===== src/rtl/newton_pkg.sv =====
// Shared constants and width helpers for the Newton-Raphson inverse-sqrt scheduler.
// The shadow record type depends on instance parameters, so it is declared in the
// top level using the widths these helpers return.
package newton_pkg;

  localparam int unsigned FP_W = 32;

  // Iteration counter width; at least one bit so the field always exists.
  function automatic int unsigned it_width(input int unsigned iters);
    return (iters > 1) ? $clog2(iters) : 1;
  endfunction

  // Width able to hold 0..pipe_lat+1 items in flight.
  function automatic int unsigned inflight_width(input int unsigned pipe_lat);
    return $clog2(pipe_lat + 2);
  endfunction

endpackage


===== src/rtl/newton_shadow_pipe.sv =====
// Delay line carrying per-item side data alongside the Newton step datapath.
// Ports:
//   clk_i  - clock
//   rst_ni - asynchronous active-low clear of every stage
//   en_i   - shared shift enable (0 holds all stages)
//   d_i    - record entering stage 1
//   q_o    - record leaving the last stage (aligned with the datapath result)
module newton_shadow_pipe #(
  parameter int unsigned Depth = 4,
  parameter type         elem_t = logic
) (
  input  logic  clk_i,
  input  logic  rst_ni,
  input  logic  en_i,
  input  elem_t d_i,
  output elem_t q_o
);

  elem_t stage_d [Depth];
  elem_t stage_q [Depth];

  always_comb begin
    for (int i = 0; i < Depth; i++) begin
      stage_d[i] = stage_q[i];
    end
    if (en_i) begin
      stage_d[0] = d_i;
      for (int i = 1; i < Depth; i++) begin
        stage_d[i] = stage_q[i-1];
      end
    end
  end

  always_ff @(posedge clk_i or negedge rst_ni) begin
    if (!rst_ni) begin
      for (int i = 0; i < Depth; i++) begin
        stage_q[i] <= '0;
      end
    end else begin
      for (int i = 0; i < Depth; i++) begin
        stage_q[i] <= stage_d[i];
      end
    end
  end

  assign q_o = stage_q[Depth-1];

endmodule


===== src/rtl/newton_iter_scheduler.sv =====
// Issue/recirculate/retire controller for the fixed-latency Newton inverse-sqrt step.
// Ports:
//   clk, rst (async, active-low), en (global freeze when 0)
//   in_valid/in_ready/in_xh/in_y0/in_id - operand handshake
//   dp_ce, dp_a, dp_b (registered) -> datapath; dp_y <- datapath, PIPE_LAT cycles later
//   out_valid/out_y/out_id - one-cycle result pulse, no backpressure
//   inflight/busy - occupancy of the shadow pipeline
module newton_iter_scheduler
  import newton_pkg::*;
#(
  parameter int unsigned PIPE_LAT = 4,
  parameter int unsigned ITERS    = 2,
  parameter int unsigned ID_W     = 4
) (
  input  logic                                 clk,
  input  logic                                 rst,
  input  logic                                 en,
  input  logic                                 in_valid,
  output logic                                 in_ready,
  input  logic [FP_W-1:0]                      in_xh,
  input  logic [FP_W-1:0]                      in_y0,
  input  logic [ID_W-1:0]                      in_id,
  output logic                                 dp_ce,
  output logic [FP_W-1:0]                      dp_a,
  output logic [FP_W-1:0]                      dp_b,
  input  logic [FP_W-1:0]                      dp_y,
  output logic                                 out_valid,
  output logic [FP_W-1:0]                      out_y,
  output logic [ID_W-1:0]                      out_id,
  output logic [inflight_width(PIPE_LAT)-1:0]  inflight,
  output logic                                 busy
);

  localparam int unsigned IT_W  = it_width(ITERS);
  localparam int unsigned CNT_W = inflight_width(PIPE_LAT);
  localparam logic [IT_W-1:0] LastIt = IT_W'(ITERS - 1);

  typedef struct packed {
    logic            v;
    logic [IT_W-1:0] it;
    logic [FP_W-1:0] xh;
    logic [ID_W-1:0] id;
  } shadow_t;

  shadow_t               stage0_d, stage0_q, tail;
  logic [FP_W-1:0]       dp_a_d, dp_a_q, dp_b_d, dp_b_q;
  logic                  out_valid_d, out_valid_q;
  logic [FP_W-1:0]       out_y_d, out_y_q;
  logic [ID_W-1:0]       out_id_d, out_id_q;
  logic [CNT_W-1:0]      inflight_d, inflight_q;
  logic                  recirc, retire, accept;

  // Stages 1..PIPE_LAT; stage 0 lives here because it also drives dp_a/dp_b.
  newton_shadow_pipe #(
    .Depth  (PIPE_LAT),
    .elem_t (shadow_t)
  ) u_shadow (
    .clk_i  (clk),
    .rst_ni (rst),
    .en_i   (en),
    .d_i    (stage0_q),
    .q_o    (tail)
  );

  always_comb begin
    recirc   = tail.v && (tail.it != LastIt);
    retire   = tail.v && (tail.it == LastIt);
    // Recirculation owns the issue slot, so input is refused on those cycles.
    in_ready = en && !recirc;
    accept   = in_valid && in_ready;

    stage0_d    = stage0_q;
    dp_a_d      = dp_a_q;
    dp_b_d      = dp_b_q;
    out_valid_d = 1'b0;
    out_y_d     = out_y_q;
    out_id_d    = out_id_q;
    inflight_d  = inflight_q;

    if (en) begin
      if (recirc) begin
        stage0_d.v  = 1'b1;
        stage0_d.it = IT_W'(tail.it + 1'b1);
        stage0_d.xh = tail.xh;
        stage0_d.id = tail.id;
        dp_a_d      = tail.xh;
        dp_b_d      = dp_y;
      end else if (accept) begin
        stage0_d.v  = 1'b1;
        stage0_d.it = '0;
        stage0_d.xh = in_xh;
        stage0_d.id = in_id;
        dp_a_d      = in_xh;
        dp_b_d      = in_y0;
      end else begin
        stage0_d.v  = 1'b0;
      end

      out_valid_d = retire;
      if (retire) begin
        out_y_d  = dp_y;
        out_id_d = tail.id;
      end

      // The tail record leaves the shadow line on every enabled edge.
      inflight_d = inflight_q + CNT_W'(stage0_d.v) - CNT_W'(tail.v);
    end
  end

  always_ff @(posedge clk or negedge rst) begin
    if (!rst) begin
      stage0_q    <= '0;
      dp_a_q      <= '0;
      dp_b_q      <= '0;
      out_valid_q <= 1'b0;
      out_y_q     <= '0;
      out_id_q    <= '0;
      inflight_q  <= '0;
    end else begin
      stage0_q    <= stage0_d;
      dp_a_q      <= dp_a_d;
      dp_b_q      <= dp_b_d;
      out_valid_q <= out_valid_d;
      out_y_q     <= out_y_d;
      out_id_q    <= out_id_d;
      inflight_q  <= inflight_d;
    end
  end

  assign dp_ce     = en;
  assign dp_a      = dp_a_q;
  assign dp_b      = dp_b_q;
  assign out_valid = out_valid_q;
  assign out_y     = out_y_q;
  assign out_id    = out_id_q;
  assign inflight  = inflight_q;
  assign busy      = (inflight_q != '0);

endmodule


===== config.mk =====
export PLATFORM = sky130hd
export DESIGN_NAME = newton_iter_scheduler
export DESIGN_NICKNAME = d
export VERILOG_FILES = /design/src/rtl/newton_pkg.sv /design/src/rtl/newton_shadow_pipe.sv /design/src/rtl/newton_iter_scheduler.sv
export SDC_FILE = /design/constraint.sdc
export NUM_CORES = 1
export LEC_CHECK = 0
export ABC_AREA = 1
export CAP_MARGIN = 15
export CELL_PAD_IN_SITES_DETAIL_PLACEMENT = 1
export CELL_PAD_IN_SITES_GLOBAL_PLACEMENT = 1
export CORE_ASPECT_RATIO = 0.7
export CORE_MARGIN = 1
export CORE_UTILIZATION = 40
export CTS_BUF_LIST = sky130_fd_sc_hd__clkbuf_16
export DETAILED_ROUTE_END_ITERATION = 8
export PLACE_DENSITY = 0.83
export SYNTH_ARGS = -nofsm -noshare
export SYNTH_HDL_FRONTEND = slang
export SYNTH_SLANG_ARGS = --single-unit

===== constraint.sdc =====
create_clock -name clk -period 4.4 [get_ports clk]
set_input_delay 0.88 -clock clk [delete_from_list [all_inputs] [get_ports clk]]
set_output_delay 0.88 -clock clk [all_outputs]
set_load 0.01 [all_outputs]

# == Yosys cells after proc, flatten, opt, wreduce, memory -nomap -nowiden ==
# Cells that the tools add are included.
# word_totals
ff_bits,294
word_cells,50
inputBits,104
out_inout_bits,107
# op_classes
addsub,3
n_eq_ne,1
reduce_logical,10
bitwise_logic,1
n_mux,9
# ops
operator,count
two-way mux 32 bit,4
two-way mux 38 bit,2
two-way mux 37 bit,1
AND reduction 2 bit,3
logical AND 1 bit,4
adder 3 x 1 -> 3 bit,1
inequality test 3 x 1 -> 1 bit (second input constant),1
nonzero test 3 bit,1
subtractor 3 x 1 -> 3 bit,1
two-way mux 1 bit,2
nonzero test 2 bit,1
adder 1 bit (second input constant),1
zero test 1 bit,1
inverter 1 bit,1

# == Depth between registers and ports, before layout ==
# depth
ltp_word,10
ltp_mapped,15

# == Hierarchy ==
# From an unflattened synthesis, not the netlist that was laid out.
# unflattened
cells_unflattened,1496
hier_area_um2,12512.0
# modules_own_cells
mod,cells_per_inst,instances,seq_area_each_um2,area_each_um2
newton_iter_scheduler,816,1,3553.4,6475.0
newton_shadow_pipe,680,1,3803.6,6037.0

# == Least setup slack after synthesis ==
# No wires, ideal clock.
# synth_timing
path_type,input-to-reg
start,input port en
end,"register inflight_q[2], in the netlist inflight[2]"
cell_stages,11
slack_ns,1.897
arrival_ns,2.386
path_buffers,2
setup_time_ns,0.117
cell_sequence,buf_2 buf_2 a21oi_1 ha_1 inv_1 ha_1 fa_1 nand2_1 nand3_1 nand2_1 nand2_1
# synth_via
elab_chain_len,7
# synth_rtl
element,line_no,rtl
start: declaration,newton_iter_scheduler.sv:17,"input logic en,"
logical AND 1 bit,newton_iter_scheduler.sv:69,in_ready = en && !recirc;
logical AND 1 bit,newton_iter_scheduler.sv:70,accept = in_valid && in_ready;
two-way mux 1 bit,newton_iter_scheduler.sv:88,end else if (accept) begin
two-way mux 38 bit,newton_iter_scheduler.sv:81,if (recirc) begin
two-way mux 38 bit,newton_iter_scheduler.sv:80,if (en) begin
adder 3 x 1 -> 3 bit,newton_iter_scheduler.sv:106,inflight_d = inflight_q + CNT_W'(stage0_d.v) - CNT_W'(tail.v);
subtractor 3 x 1 -> 3 bit,newton_iter_scheduler.sv:106,
end signal: assignment,newton_iter_scheduler.sv:126,inflight_q <= inflight_d;
end: declaration,newton_iter_scheduler.sv:50,"logic [CNT_W-1:0] inflight_d, inflight_q;"
# Several ways; a longest one is shown, not always the timed one. The select of a mux whose other input is x is not followed.
# A chain may end at the register's enable or synchronous reset.

# == Final worst setup path ==
# layout_timing
start,"register u_shadow.stage_q, in the netlist u_shadow.q_o[36]"
end,output port in_ready
# layout_via
elab_chain_len,4
# layout_rtl
element,line_no,rtl
start: declaration,newton_shadow_pipe.sv:20,elem_t stage_q [Depth];
start signal: indexed assignment,newton_shadow_pipe.sv:41,stage_q[i] <= stage_d[i];
inverter 1 bit,newton_iter_scheduler.sv:66,recirc = tail.v && (tail.it != LastIt);
logical AND 1 bit,newton_iter_scheduler.sv:66,
zero test 1 bit,newton_iter_scheduler.sv:69,
logical AND 1 bit,newton_iter_scheduler.sv:69,
end: declaration,newton_iter_scheduler.sv:19,"output logic in_ready,"
# Every way passes these cells.

==> impl_results.md <==
* DIE HEIGHT at 147 um
* Post-Layout Inst Area at 15200 sq um
* Clock Path Buffers at 3
* CTS Hold Bufs at 0
* Pwr dens at 562 nW/um^2
* Worst reg2reg path depth at 7
* Worst slew pin tran at 1.03 ns
* Synth warn at 0
* Core Util, Final at 0.522
* Largest net degree at the start of global routing at 121
* DR iter-0 viols at 663
* Vias at 9926
* H-Tree Depth at 1
* Post-route ant nets at 0
* Most frequent cells in the layout: nand2_1, dfrtp_1, clkdlybuf4s50_1
* Mapped Area at 12000 sq um
* Flop2flop setup slack at 1.63 ns
* Synth Instances at 1383
* Register area share after synthesis at 0.615
* Vias per inst at 5.10
* Clk network pwr share at 0.276
* Clock sinks at 294
* Critical setup path kind: reg -> out
* CTS tree: done
* Fin crit share at 0.696
* Syn Nets at 1490
* Total GRT Usage at 0.232
* Number of synthesized register bits at 294
* Fmax achieved at 0.326 GHz
* Status: completed
* Clk_lat worst skew at 0.55 ns
* Max-Cap Viols at 0
* Full die area at 30600 sq um
* Routed wire length at 34600 um
* Total power at 0.00854 W
* RR Endpoint: stage0_q[24]$_DFFE_PN0P_
* Buf/Inv on CP at 4
* Setup ws final at 1.34 ns
* Worst VDD drop at 0.264 mV
* CP Max Fanout at 35
* Synth cell types at 17
* Asr flop ratio synth at 1.00
* Pre-CTS WS at 1.21 ns
* Port-buffer cells at 210
* Tmin final at 3.06 ns
* Initial antenna violation count at 0
* Reg power frac at 0.454
* TritonCTS Buffers at 29
* Slowest CP cell: clkdlybuf4s50_1
* IO Count at 211
* Crit path required time at 3.52 ns
* First-pass GRT wire length at 57400 um
* Area grow syn2layout at 27.0%
* Critical path data arrival time at 2.18 ns
* Slew margin rel. at 0.313
* Post-layout nets at 1655
* Startpoint types: register
* Worst min-delay path class: in -> async
* Final count of hold timing violations at 0
* Top delay family on crit path: buffers and inverters
* Final setup TNS at 0 ns
* Number of synthesized flops with an enable pin at 0
* Die width at 209 um
* Syn_area_per_cell at 8.65 sq um
* Slew Limit Fails at 0
* Crit. End Element: output port
* Top FF cell, synth: dfrtp_1
* Layout cells sized above 1 at 0.0433
* Post-CTS Setup Bufs at 0
* Commonest non-fill, non-tap cell in the layout: nand2_1
* Clock root buffer: clkbuf_16
* RSZ-0062 raised after global routing: false
* Total grt overflow at 0
* N_diodes at 0
* Sw power at 0.00271 W
* Number of global-route vias before repair at 10493
* Final GP Congestion at 0.787
* Gate power share at 0.271
* Cell row count at 52
* Initial Util at 0.411
* FF-to-FF Start: u_shadow.q_o[36]$_DFFE_PN0P_
* Final HPWL DP at 21400 um
* Sw frac at 0.317
* Post_cts resized at 0
* WL per Instance at 17.8 um
* DP Area at 14300 sq um
* Number of fill cells in the layout at 3406
* Static Leak at 7.56 nW
* Final setup viols at 0
* 1st-pass router iterations at 5
* Reg clk slew, reported paths at 0.07 ns
* Max stage delay on crit path at 0.50 ns
* Internal power at 0.00583 W
* Clock skew at 0.00941 ns
* Core Area at 29100 sq um
* Crit-path cells: inv_2 -> buf_4 -> nand2_4 -> inv_1 -> nor2_1 -> clkdlybuf4s50_1
* DRC violations left at 0
-- cells in the mapped netlist, types with 2 or more instances --
library cell  number  area (sq um)
buf_1              5          18.8
buf_2             37           185
buf_4              8          60.1
clkbuf_1          43           161
dfrtp_1          294          7360
ha_1               2          25.0
inv_1             81           304
inv_2              3          11.3
nand2_1          582          2180
nand3_1          172           861
o21ai_0          137           686
o21ai_1           14          70.1
-- cell type report --
cell class | count | area, sq um | area share
Multi-Input combinational cell | 912 | 3900 | 0.257
Clock inverter | 23 | 155 | 0.0102
Timing Repair Buffer | 227 | 2270 | 0.149
Sequential cell | 294 | 7360 | 0.484
Tap cell | 378 | 473 | 0.0311
Inverter | 84 | 318 | 0.0209
Clock buffer | 29 | 726 | 0.0477
-- metal layers --
metal	share of wire	wire length (um)	up-vias	track usage
li1	-	-	4682	-
met1	0.48	16400	5016	0.334
met2	0.47	16300	191	0.376
met3	0.040	1390	37	0.0366
met4	0.013	465	0	0.0404
met5	0	0	-	0
-- stage by stage --
stage,cells,hold WS [ns]
6_report,1947,0.442
3_5_place_dp,1895,0.460
3_3_place_gp,1895,0.454
4_1_cts,1947,0.471
5_1_grt,1947,0.506
2_1_floorplan,1383,0.442
-- power groups by stage --
stage	clock (W)	sequential (W)	combinational (W)
2_1_floorplan	0	0.00395	0.000949
3_5_place_dp	0	0.00390	0.00233
5_1_grt	0.00251	0.00396	0.00257
6_report	0.00235	0.00387	0.00231
3_3_place_gp	0	0.00387	0.00222
4_1_cts	0.00241	0.00387	0.00235
-- logic make-up after synthesis --
| family | synth area share |
|---|---|
| and+or+nand+nor | 0.256 |
| DFF | 0.615 |
| AOI/OAI and AO/OA | 0.0636 |
| buffers and inverters | 0.0619 |
| adders and majority gates | 0.00376 |
-- worst max-delay path by stage --
stage	startpoint	to	slack [ns]	cells after the start
floorplan	en	inflight[2]$_DFFE_PN0P_	1.90	11
global route	u_shadow.q_o[36]$_DFFE_PN0P_	in_ready	1.20	6
CTS	u_shadow.q_o[36]$_DFFE_PN0P_	in_ready	1.31	6
detailed placement	en	stage0_q[24]$_DFFE_PN0P_	1.21	6
finish	u_shadow.q_o[36]$_DFFE_PN0P_	in_ready	1.34	6
global placement	en	dp_a[21]$_DFFE_PN0P_	1.35	6
-- flip-flops by register name, indices dropped and copies added, names as in the netlist --
register / flops
out_y: 32
out_id: 4
stage0_q: 38
dp_b: 32
inflight: 3
u_shadow.stage_q: 114
out_valid: 1
dp_a: 32
u_shadow.q_o: 38
-- worst register-to-register path, stage by stage, from the launching register on --
cell and delay [ns]:
dfrtp_1 0.40, inv_2 0.07, buf_4 0.41, nand3_4 0.48, nand2_2 0.80, buf_4 0.36
nand2_1 0.11, nand2_1 0.08
(Power assumes the default switching activity.)
